$ cat config.mk
export PLATFORM = sky130hd
export DESIGN_NAME = sort_result_streamer
export DESIGN_NICKNAME = d
export VERILOG_FILES = /design/src/rtl/bubblesort_pkg.sv /design/src/rtl/sort_order_checker.sv /design/src/rtl/sort_result_streamer.sv
export SDC_FILE = /design/constraint.sdc
export NUM_CORES = 1
export LEC_CHECK = 0
export ABC_AREA = 1
export CAP_MARGIN = 20
export CORE_AREA = 2 2 76 49
export DETAILED_ROUTE_END_ITERATION = 8
export DIE_AREA = 0 0 78 51
export PLACE_DENSITY = 0.55
export SYNTH_ARGS = -nofsm -noshare
export SYNTH_HDL_FRONTEND = slang
export SYNTH_HIERARCHICAL = 1
export SYNTH_SLANG_ARGS = --single-unit
$ cat constraint.sdc
create_clock -name clk -period 1.5 [get_ports clk]
set_clock_uncertainty 0.15 [all_clocks]
set_input_delay 0.225 -clock clk [delete_from_list [all_inputs] [get_ports clk]]
set_output_delay 0.225 -clock clk [all_outputs]
set_load 0.05 [all_outputs]
$ cat src/rtl/bubblesort_pkg.sv
// rtl/bubblesort_pkg.sv - shared state encoding and default geometry for the bubblesort block and its result streamer
package bubblesort_pkg;

   localparam int DEF_DATA_W = 8;
   localparam int DEF_DEPTH  = 16;

   typedef enum logic [2:0] {
      IDLE  = 3'd0,
      READ  = 3'd1,
      FETCH = 3'd2,
      SEND  = 3'd3,
      DONE  = 3'd4
   } state_e;

endpackage

$ cat src/rtl/sort_order_checker.sv
// rtl/sort_order_checker.sv - flags descending pairs in the accepted element stream
module sort_order_checker #(
   parameter int DATA_W = 8,
   parameter int ADDR_W = 4
) (
   input  logic              clk,
   input  logic              rst,
   input  logic              clear,
   input  logic              accept,
   input  logic              first,
   input  logic [DATA_W-1:0] data,
   output logic              sorted_ok,
   output logic [ADDR_W-1:0] err_count
);

   logic [DATA_W-1:0] prev_q, prev_d;
   logic              ok_q, ok_d;
   logic [ADDR_W-1:0] cnt_q, cnt_d;

   always_comb begin
      prev_d = prev_q;
      ok_d   = ok_q;
      cnt_d  = cnt_q;
      if (clear) begin
         ok_d  = 1'b1;
         cnt_d = '0;
      end else if (accept) begin
         prev_d = data;
         // Equal neighbours count as in order; the counter saturates at all-ones.
         if (!first && (data < prev_q)) begin
            ok_d = 1'b0;
            if (cnt_q != '1) cnt_d = cnt_q + ADDR_W'(1);
         end
      end
   end

   always_ff @(posedge clk) begin
      if (rst) begin
         prev_q <= '0;
         ok_q   <= 1'b1;
         cnt_q  <= '0;
      end else begin
         prev_q <= prev_d;
         ok_q   <= ok_d;
         cnt_q  <= cnt_d;
      end
   end

   assign sorted_ok = ok_q;
   assign err_count = cnt_q;

endmodule

$ cat src/rtl/sort_result_streamer.sv
// rtl/sort_result_streamer.sv - streams the sorter memory out once per complete edge
// Order checking is built only when SORT_CHECK_EN is defined.
module sort_result_streamer
   import bubblesort_pkg::*;
#(
   parameter int DATA_W = DEF_DATA_W,
   parameter int DEPTH  = DEF_DEPTH,
   parameter int ADDR_W = $clog2(DEPTH)
) (
   input  logic              clk,
   input  logic              rst,
   input  logic              complete,
   output logic [ADDR_W-1:0] mem_addr,
   input  logic [DATA_W-1:0] mem_rdata,
   output logic [DATA_W-1:0] out_data,
   output logic              out_valid,
   input  logic              out_ready,
   output logic              out_last,
   output logic              done,
   output logic              sorted_ok,
   output logic [ADDR_W-1:0] err_count
);

   localparam logic [ADDR_W-1:0] LAST_IDX = ADDR_W'(DEPTH - 1);

   state_e            state_q, state_d;
   logic [ADDR_W-1:0] idx_q, idx_d;
   logic [DATA_W-1:0] out_data_q, out_data_d;
   logic              out_last_q, out_last_d;
   logic              complete_prev_q, complete_prev_d;
   logic              armed_q, armed_d;
   logic              start;

   // A pass needs complete to have been seen low since reset, so a level
   // that is already high when reset releases never counts as an edge.
   assign start           = complete && !complete_prev_q && armed_q;
   assign complete_prev_d = complete;
   assign armed_d         = armed_q || !complete;

   always_comb begin
      state_d    = state_q;
      idx_d      = idx_q;
      out_data_d = out_data_q;
      out_last_d = out_last_q;
      case (state_q)
         IDLE: begin
            if (start) begin
               state_d = READ;
               idx_d   = '0;
            end
         end
         READ: state_d = FETCH;
         FETCH: begin
            out_data_d = mem_rdata;
            out_last_d = (idx_q == LAST_IDX);
            state_d    = SEND;
         end
         SEND: begin
            if (out_ready) begin
               out_last_d = 1'b0;
               if (idx_q == LAST_IDX) begin
                  state_d = DONE;
               end else begin
                  idx_d   = idx_q + ADDR_W'(1);
                  state_d = READ;
               end
            end
         end
         DONE: begin
            if (!complete) begin
               state_d = IDLE;
               idx_d   = '0;
            end
         end
         default: state_d = IDLE;
      endcase
   end

   always_ff @(posedge clk) begin
      if (rst) begin
         state_q         <= IDLE;
         idx_q           <= '0;
         out_data_q      <= '0;
         out_last_q      <= 1'b0;
         complete_prev_q <= 1'b0;
         armed_q         <= 1'b0;
      end else begin
         state_q         <= state_d;
         idx_q           <= idx_d;
         out_data_q      <= out_data_d;
         out_last_q      <= out_last_d;
         complete_prev_q <= complete_prev_d;
         armed_q         <= armed_d;
      end
   end

   assign mem_addr  = idx_q;
   assign out_data  = out_data_q;
   assign out_last  = out_last_q;
   assign out_valid = (state_q == SEND);
   assign done      = (state_q == DONE);

`ifdef SORT_CHECK_EN
   logic chk_clear;
   logic chk_accept;

   assign chk_clear  = (state_q == IDLE) && start;
   assign chk_accept = (state_q == SEND) && out_ready;

   sort_order_checker #(
      .DATA_W (DATA_W),
      .ADDR_W (ADDR_W)
   ) u_order_checker (
      .clk       (clk),
      .rst       (rst),
      .clear     (chk_clear),
      .accept    (chk_accept),
      .first     (idx_q == '0),
      .data      (out_data_q),
      .sorted_ok (sorted_ok),
      .err_count (err_count)
   );
`else
   assign sorted_ok = 1'b1;
   assign err_count = '0;
`endif

endmodule

==> results of run 1 <==
==> cells in the final DEF, fill, tap and decap left out, types with 4 or more instances in the layout <==
| cell type | n |
|---|---|
| nor2_1 | 27 |
| buf_12 | 15 |
| nand2_1 | 14 |
| dfxtp_1 | 13 |
| o21ai_0 | 11 |
| clkdlybuf4s50_1 | 11 |
| inv_1 | 9 |
| a21oi_1 | 7 |
| conb_1 | 5 |
| nand3_1 | 4 |
| nand4_1 | 4 |
| clkbuf_8 | 4 |
==> sequential cells by signal, summed over array words and instances, names as in the netlist <==
signal / count
out_last: 1
out_data: 8
state_q: 3
mem_addr: 4
complete_prev_q: 1
armed_q: 1
==> power groups by stage <==
| stage | Clock, W | Combinational, W | Sequential, W |
|---|---|---|---|
| 6_report | 0.000383 | 0.000627 | 0.000594 |
| 5_1_grt | 0.000428 | 0.000666 | 0.000602 |
| 4_1_cts | 0.000403 | 0.000620 | 0.000597 |
| 3_5_place_dp | 0 | 0.000617 | 0.000606 |
| 3_3_place_gp | 0 | 0.000608 | 0.000606 |
| 2_1_floorplan | 0 | 0.000236 | 0.000723 |
==> critical path, stage by stage, from the launching register on <==
cell,delay (ns)
dfxtp_4,0.37
inv_2,0.08
nand2_4,0.08
nor2_4,0.14
buf_12,0.14
==> Yosys cell counts, drive strengths merged <==
| cell type | number |
|---|---|
| ha | 1 |
| inv | 12 |
| o21ai | 11 |
| nand4 | 4 |
| nor2 | 31 |
| buf | 6 |
| conb | 2 |
| dfxtp | 18 |
| a21oi | 8 |
| nand3 | 6 |
| nand2 | 20 |
==> final timing paths <==
check	cells after the start	end	startpoint	slack [ns]
hold reg to reg	2	armed_q	armed_q	0.33
setup / recovery	4	done	state_q[0]	0.06
setup reg to reg	7	mem_addr[0]	mem_addr[0]	0.10
hold / removal	2	armed_q	armed_q	0.33
==> cell type report <==
type	count	area, um2
Fill cell	334	1990
Multi-Input combinational cell	86	452
Timing Repair Buffer	29	433
Sequential cell	18	374
Tap cell	47	58.8
Clock buffer	4	55.1
Inverter	12	45.0
==> cell families (layout without fill, tap and decap cells) <==
group	Yosys count	count (layout)
and+or+nand+nor	61	61
AOI/OAI and AO/OA	19	19
DFF	18	18
buffers and inverters	18	45
other	2	5
adders and majority gates	1	1
==> timing repair <==
item / 4_1_cts / 5_1_grt
pin swaps: 0 / 2
buffers inserted: 0 / 1
resized for setup: 3 / 7
endpoints found under the setup margin: 2 / 6
==> through the flow <==
stage          hold WS [ns]  cell area [um2]
5_1_grt               0.361             1420
6_report              0.326             1420
2_1_floorplan         0.200              891
3_5_place_dp          0.320             1330
3_3_place_gp          0.300             1330
4_1_cts               0.336             1390
==> layer usage <==
metal / vias up / share of wire
li1: 433 / -
met1: 361 / 0.50
met2: 17 / 0.45
met3: 4 / 0.035
met4: 0 / 0.019
met5: - / 0
==> metrics.md, run 1 <==
| Metric | Value |
|---|---|
| Routed Antenna Nets | 0 |
| Sw Pwr | 0.000575 W |
| First-pass GRT wire length | 3370 um |
| Site Rows | 17 |
| Layer with the highest usage | met2 |
| I/O Pins | 32 |
| Sequential cell area fraction in the yosys report | 0.413 |
| Filler-free cell count of the finished design | 196 |
| Setup crit start kind | flip-flop |
| Die W | 78 um |
| H-tree levels | 1 |
| Critical-path maximum fanout | 5 |
| Setup TNS | 0 ns |
| P_int | 0.00103 W |
| Cells after synthesis | 119 |
| Status | completed |
| Average size of a mapped cell | 7.33 um2 |
| Die area | 3980 um2 |
| DRC errors left | 0 |
| Num CTS Buffers | 3 |
| Fin. max-slew vios | 0 |
| N_diodes | 0 |
| CP arrival | 1.07 ns |
| Met3 Use GR | 0.0371 |
| Clk sinks | 18 |
| Drt first pass iters | 4 |
| Share of cells above drive strength 1 | 0.295 |
| Worst ir drop on vdd | 440 uV |
| Synth top area cells | dfxtp_1 (41%), nor2_1 (12%), o21ai_0 (6.3%), nand2_1 (6.0%), buf_4 (5.2%) |
| Vias in the first global route | 729 |
| YS warnings | 6 |
| Root Buffer | clkbuf_8 |
| Routed WL | 2030 um |
| CTS tree | done |
| Worst-path clk slew | 0.07 ns |
| Area leader, netlist | dfxtp_1 |
| Final core area utilization | 0.417 |
| Dpl cells | 191 |
| Sequential fraction of design power | 0.370 |
| Largest net degree at the start of global routing | 11 |
| Total chip power | 0.00160 W |
| DR vias | 815 |
| Synth top area share | 0.413 |
| GP Congestion | 0.850 |
| Switching Fraction | 0.358 |
| Area of the core | 3400 um2 |
| Area share of fa/ha/maj cells after synthesis | 0.0143 |
| Final net count | 163 |
| Chip height | 51 um |
| Post-synthesis xor/xnor area fraction | 0 |
| Fin crit share | 0.962 |
| Detailed Route Iter0 Violations | 35 |
| Vias/cell | 4.16 |
| Initial Utilization | 0.256 |
| Met2 GRT Util | 0.170 |
| Met1 usage | 0.145 |
| Post-Syn Area | 872 um2 |
| # setup viols final | 0 |
| Setup CP Type | flip-flop to primary output |
| Crit end category | primary output |
| Logic pwr share | 0.391 |
| Max clock buf depth | 2 |
| Dpl ws | -0.133 ns |
| Synth Area in Compound Gates | 0.109 |
| Final hold vios | 0 |
| GRT Util Overall | 0.110 |
| Yosys cell types | 18 |
| Synthesis-to-finish area growth | 62.6% |
| Clock Power Share | 0.239 |
| Hold_buf cts | 0 |
| Post-layout minimum cycle time | 1.44 ns |
| Clock Latency Late Sink | 0.25 ns |
| Port bufs | 26 |
| Post-route setup slack | 0.0574 ns |
| Initial antenna violation count | 0 |
| Detailed placement HPWL | 1590 um |
| GRT overflow | 0 |
| Post-synthesis register bit count | 18 |
| DR WL/cell | 10.4 um |
| Mux contribution to synthesized area | 0 |
| CP Data Required Time | 1.12 ns |
| Post-Synth Simple-Gate Area | 0.352 |
| Max Clock Freq | 693 MHz |
| Leak | 0.577 nW |
| Largest family of logic cells by synthesized area | simple AND/OR/NAND/NOR gates |
| Pwr dens | 1130 nW/um2 |
| Worst Hold Class | flip-flop to flip-flop |
| Max Cap Viol | 0 |
(Power assumes the default switching activity.)
==> run 2, diff against run 1 <==
--- a/config.mk
+++ b/config.mk
@@ -7,10 +7,10 @@
 export LEC_CHECK = 0
 export ABC_AREA = 1
 export CAP_MARGIN = 20
-export CORE_AREA = 2 2 76 49
+export CORE_AREA = 2 2 49 51
 export DETAILED_ROUTE_END_ITERATION = 8
-export DIE_AREA = 0 0 78 51
-export PLACE_DENSITY = 0.55
+export DIE_AREA = 0 0 51 53
+export PLACE_DENSITY = 0.76
 export SYNTH_ARGS = -nofsm -noshare
 export SYNTH_HDL_FRONTEND = slang
 export SYNTH_HIERARCHICAL = 1
==> run 2 against run 1 <==
Compared with the run above: hold slack gained 0.020 ns; register-to-register slack lost 0.03 ns; cell count shrank 4.6%; global-route usage is 6.5 points higher; sequential share of layout area down 0.59 points; worst setup slack got worse by 0.036 ns; critical endpoint is now out_valid; largest cell class is now non-clock buffers; largest power group unchanged; highest routed layer unchanged.
==> metrics.md, run 2 (same netlist as run 1, synthesis figures left out) <==
| Metric | Value |
|---|---|
| Crit end category | primary output |
| Status | completed |
| Site Rows | 17 (unchanged) |
| Leak | 0.635 nW (+10%) |
| Synthesis-to-finish area growth | 66.9% |
| RSZ-0062 raised after global routing | yes |
| First-pass GRT wire length | 3550 um (+5.3%) |
| Largest net degree at the start of global routing | 11 (unchanged) |
| Num CTS Buffers | 3 (unchanged) |
| DR WL/cell | 12.6 um (+21%) |
| Share of cells above drive strength 1 | 0.333 (+0.0380) |
| Final core area utilization | 0.677 (+0.261) |
| Fin. max-slew vios | 0 (unchanged) |
| Worst-path clk slew | 0.10 ns (+0.03 ns) |
| Port bufs | 26 (unchanged) |
| Final hold vios | 0 (unchanged) |
| Total chip power | 0.00159 W (-0.80%) |
| I/O Pins | 32 (unchanged) |
| Detailed placement HPWL | 1600 um (+1.0%) |
| Filler-free cell count of the finished design | 187 (-4.6%) |
| Routed WL | 2350 um (+16%) |
| Post-layout minimum cycle time | 1.48 ns (+0.0358 ns) |
| Dpl cells | 174 (-8.9%) |
| CTS tree | done |
| Hold slack | 0.345 ns (+0.0197 ns) |
| Initial Utilization | 0.406 (+0.150) |
| Chip height | 53 um (+3.9%) |
| Root Buffer | clkbuf_4 |
| Drt first pass iters | 4 (unchanged) |
| Vias in the first global route | 898 (+23%) |
| CP max-delay cell | dfxtp_4 |
| DRC errors left | 0 (unchanged) |
| Fin crit share | 0.986 (+0.0239) |
| GRT overflow | 0 (unchanged) |
| Routed Antenna Nets | 0 (unchanged) |
| CP Data Required Time | 1.12 ns (about the same) |
| Area of the core | 2150 um2 (-37%) |
| Number of flip-flops in the largest register | 8 (unchanged) |
| GRT Util Overall | 0.175 (+0.0649) |
| Setup crit start kind | flip-flop |
| Max clock buf depth | 2 (unchanged) |
| Commonest non-fill, non-tap cell in the layout | nor2_1 |
| CP arrival | 1.10 ns (+0.03 ns) |
| Critical-path maximum fanout | 5 (unchanged) |
| Worst Hold Class | flip-flop to flip-flop |
| Slowest Stage Delay on Critical Path | 0.41 ns (+0.04 ns) |
| Vias/cell | 4.88 (+17%) |
| Most frequent cells in the layout | nor2_1 (27), buf_12 (15), nand2_1 (14) |
| GP Congestion | 0.867 (+2.0%) |
| DR vias | 912 (+12%) |
| Placed cell areas | 1320 um2 (-0.66%) |
| Setup CP Type | flip-flop to primary output |
| Max Clock Freq | 676 MHz (-2.4%) |
| Final net count | 173 (+6.1%) |
| Pwr dens | 1090 nW/um2 (-3.4%) |
| Worst path cell trace | nand2_4 -> nor2_4 -> buf_12 |
| Clk sinks | 18 (unchanged) |
| Die W | 51 um (-35%) |
| Clock Latency Late Sink | 0.28 ns (+0.03 ns) |
| Die area | 2700 um2 (-32%) |
| Final Cell Area | 1460 um2 (+2.6%) |
| Worst ir drop on vdd | 921 uV (+110%) |
| Detailed Route Iter0 Violations | 8 (-77%) |
| Initial antenna violation count | 0 (unchanged) |
| H-tree levels | 1 (unchanged) |
| N_diodes | 0 (unchanged) |
| # setup viols final | 0 (unchanged) |
| Max Cap Viol | 0 (unchanged) |
run 2: cell types whose count changed in the layout (fill, tap and decap cells not counted), sizes merged:
| cell | delta |
|---|---|
| buf | +10 |
run 2: layer usage:
layer,GRT usage,wire length (um)
met4,0.122,87
met2,0.314,1200
met5,0,0
met3,0.0565,184
met1,0.170,873
run 2: cell type report:
| cell class | count | area [um2] |
|---|---|---|
| Fill cell | 179 | 693 |
| Timing Repair Buffer | 39 | 508 |
| Multi-Input combinational cell | 86 | 450 |
| Clock buffer | 4 | 36.3 |
| Tap cell | 28 | 35.0 |
| Inverter | 12 | 50.0 |
| Sequential cell | 18 | 375 |
run 2: worst max-delay path, delay by kind of cell, from the launching register on:
kind | cells | cell delay (ns)
DFF | 1 | 0.41
and+or+nand+nor | 2 | 0.25
buffers and inverters | 1 | 0.16
run 2: through the flow:
step,setup WS [ns],TNS (ns)
after global routing,-0.0198,-0.0406
after global placement,-0.0373,-0.134
after CTS,0.00133,0
after floorplan,0.0152,0
final,0.0216,0
after detailed placement,-0.0874,-0.313
run 2: final timing paths:
path / start / end / slack (ns) / cells past startpoint
setup / recovery: state_q[1] / out_valid / 0.02 / 3
hold / removal: armed_q / armed_q / 0.35 / 2
setup reg to reg: state_q[1] / mem_addr[3] / 0.07 / 8
hold reg to reg: armed_q / armed_q / 0.35 / 2
run 2: repair_timing:
item,4_1_cts,5_1_grt
pin swaps,2,4
setup buffers,1,8
resized for setup,8,4
cloned,0,0
hold buffers,0,0
setup endpoints to repair,2,6
run 2: power by group:
group	internal, W	total [W]	switching [W]
Clock	0.000148	0.000293	0.000145
Sequential	0.000535	0.000601	0.0000658
Combinational	0.000305	0.000698	0.000393
==> run 3, diff against run 2 <==
--- a/config.mk
+++ b/config.mk
@@ -6,7 +6,6 @@
 export NUM_CORES = 1
 export LEC_CHECK = 0
 export ABC_AREA = 1
-export CAP_MARGIN = 20
 export CORE_AREA = 2 2 49 51
 export DETAILED_ROUTE_END_ITERATION = 8
 export DIE_AREA = 0 0 51 53
==> results of run 3 <==
Final layout, timing and power as in run 2 (identical DEF).
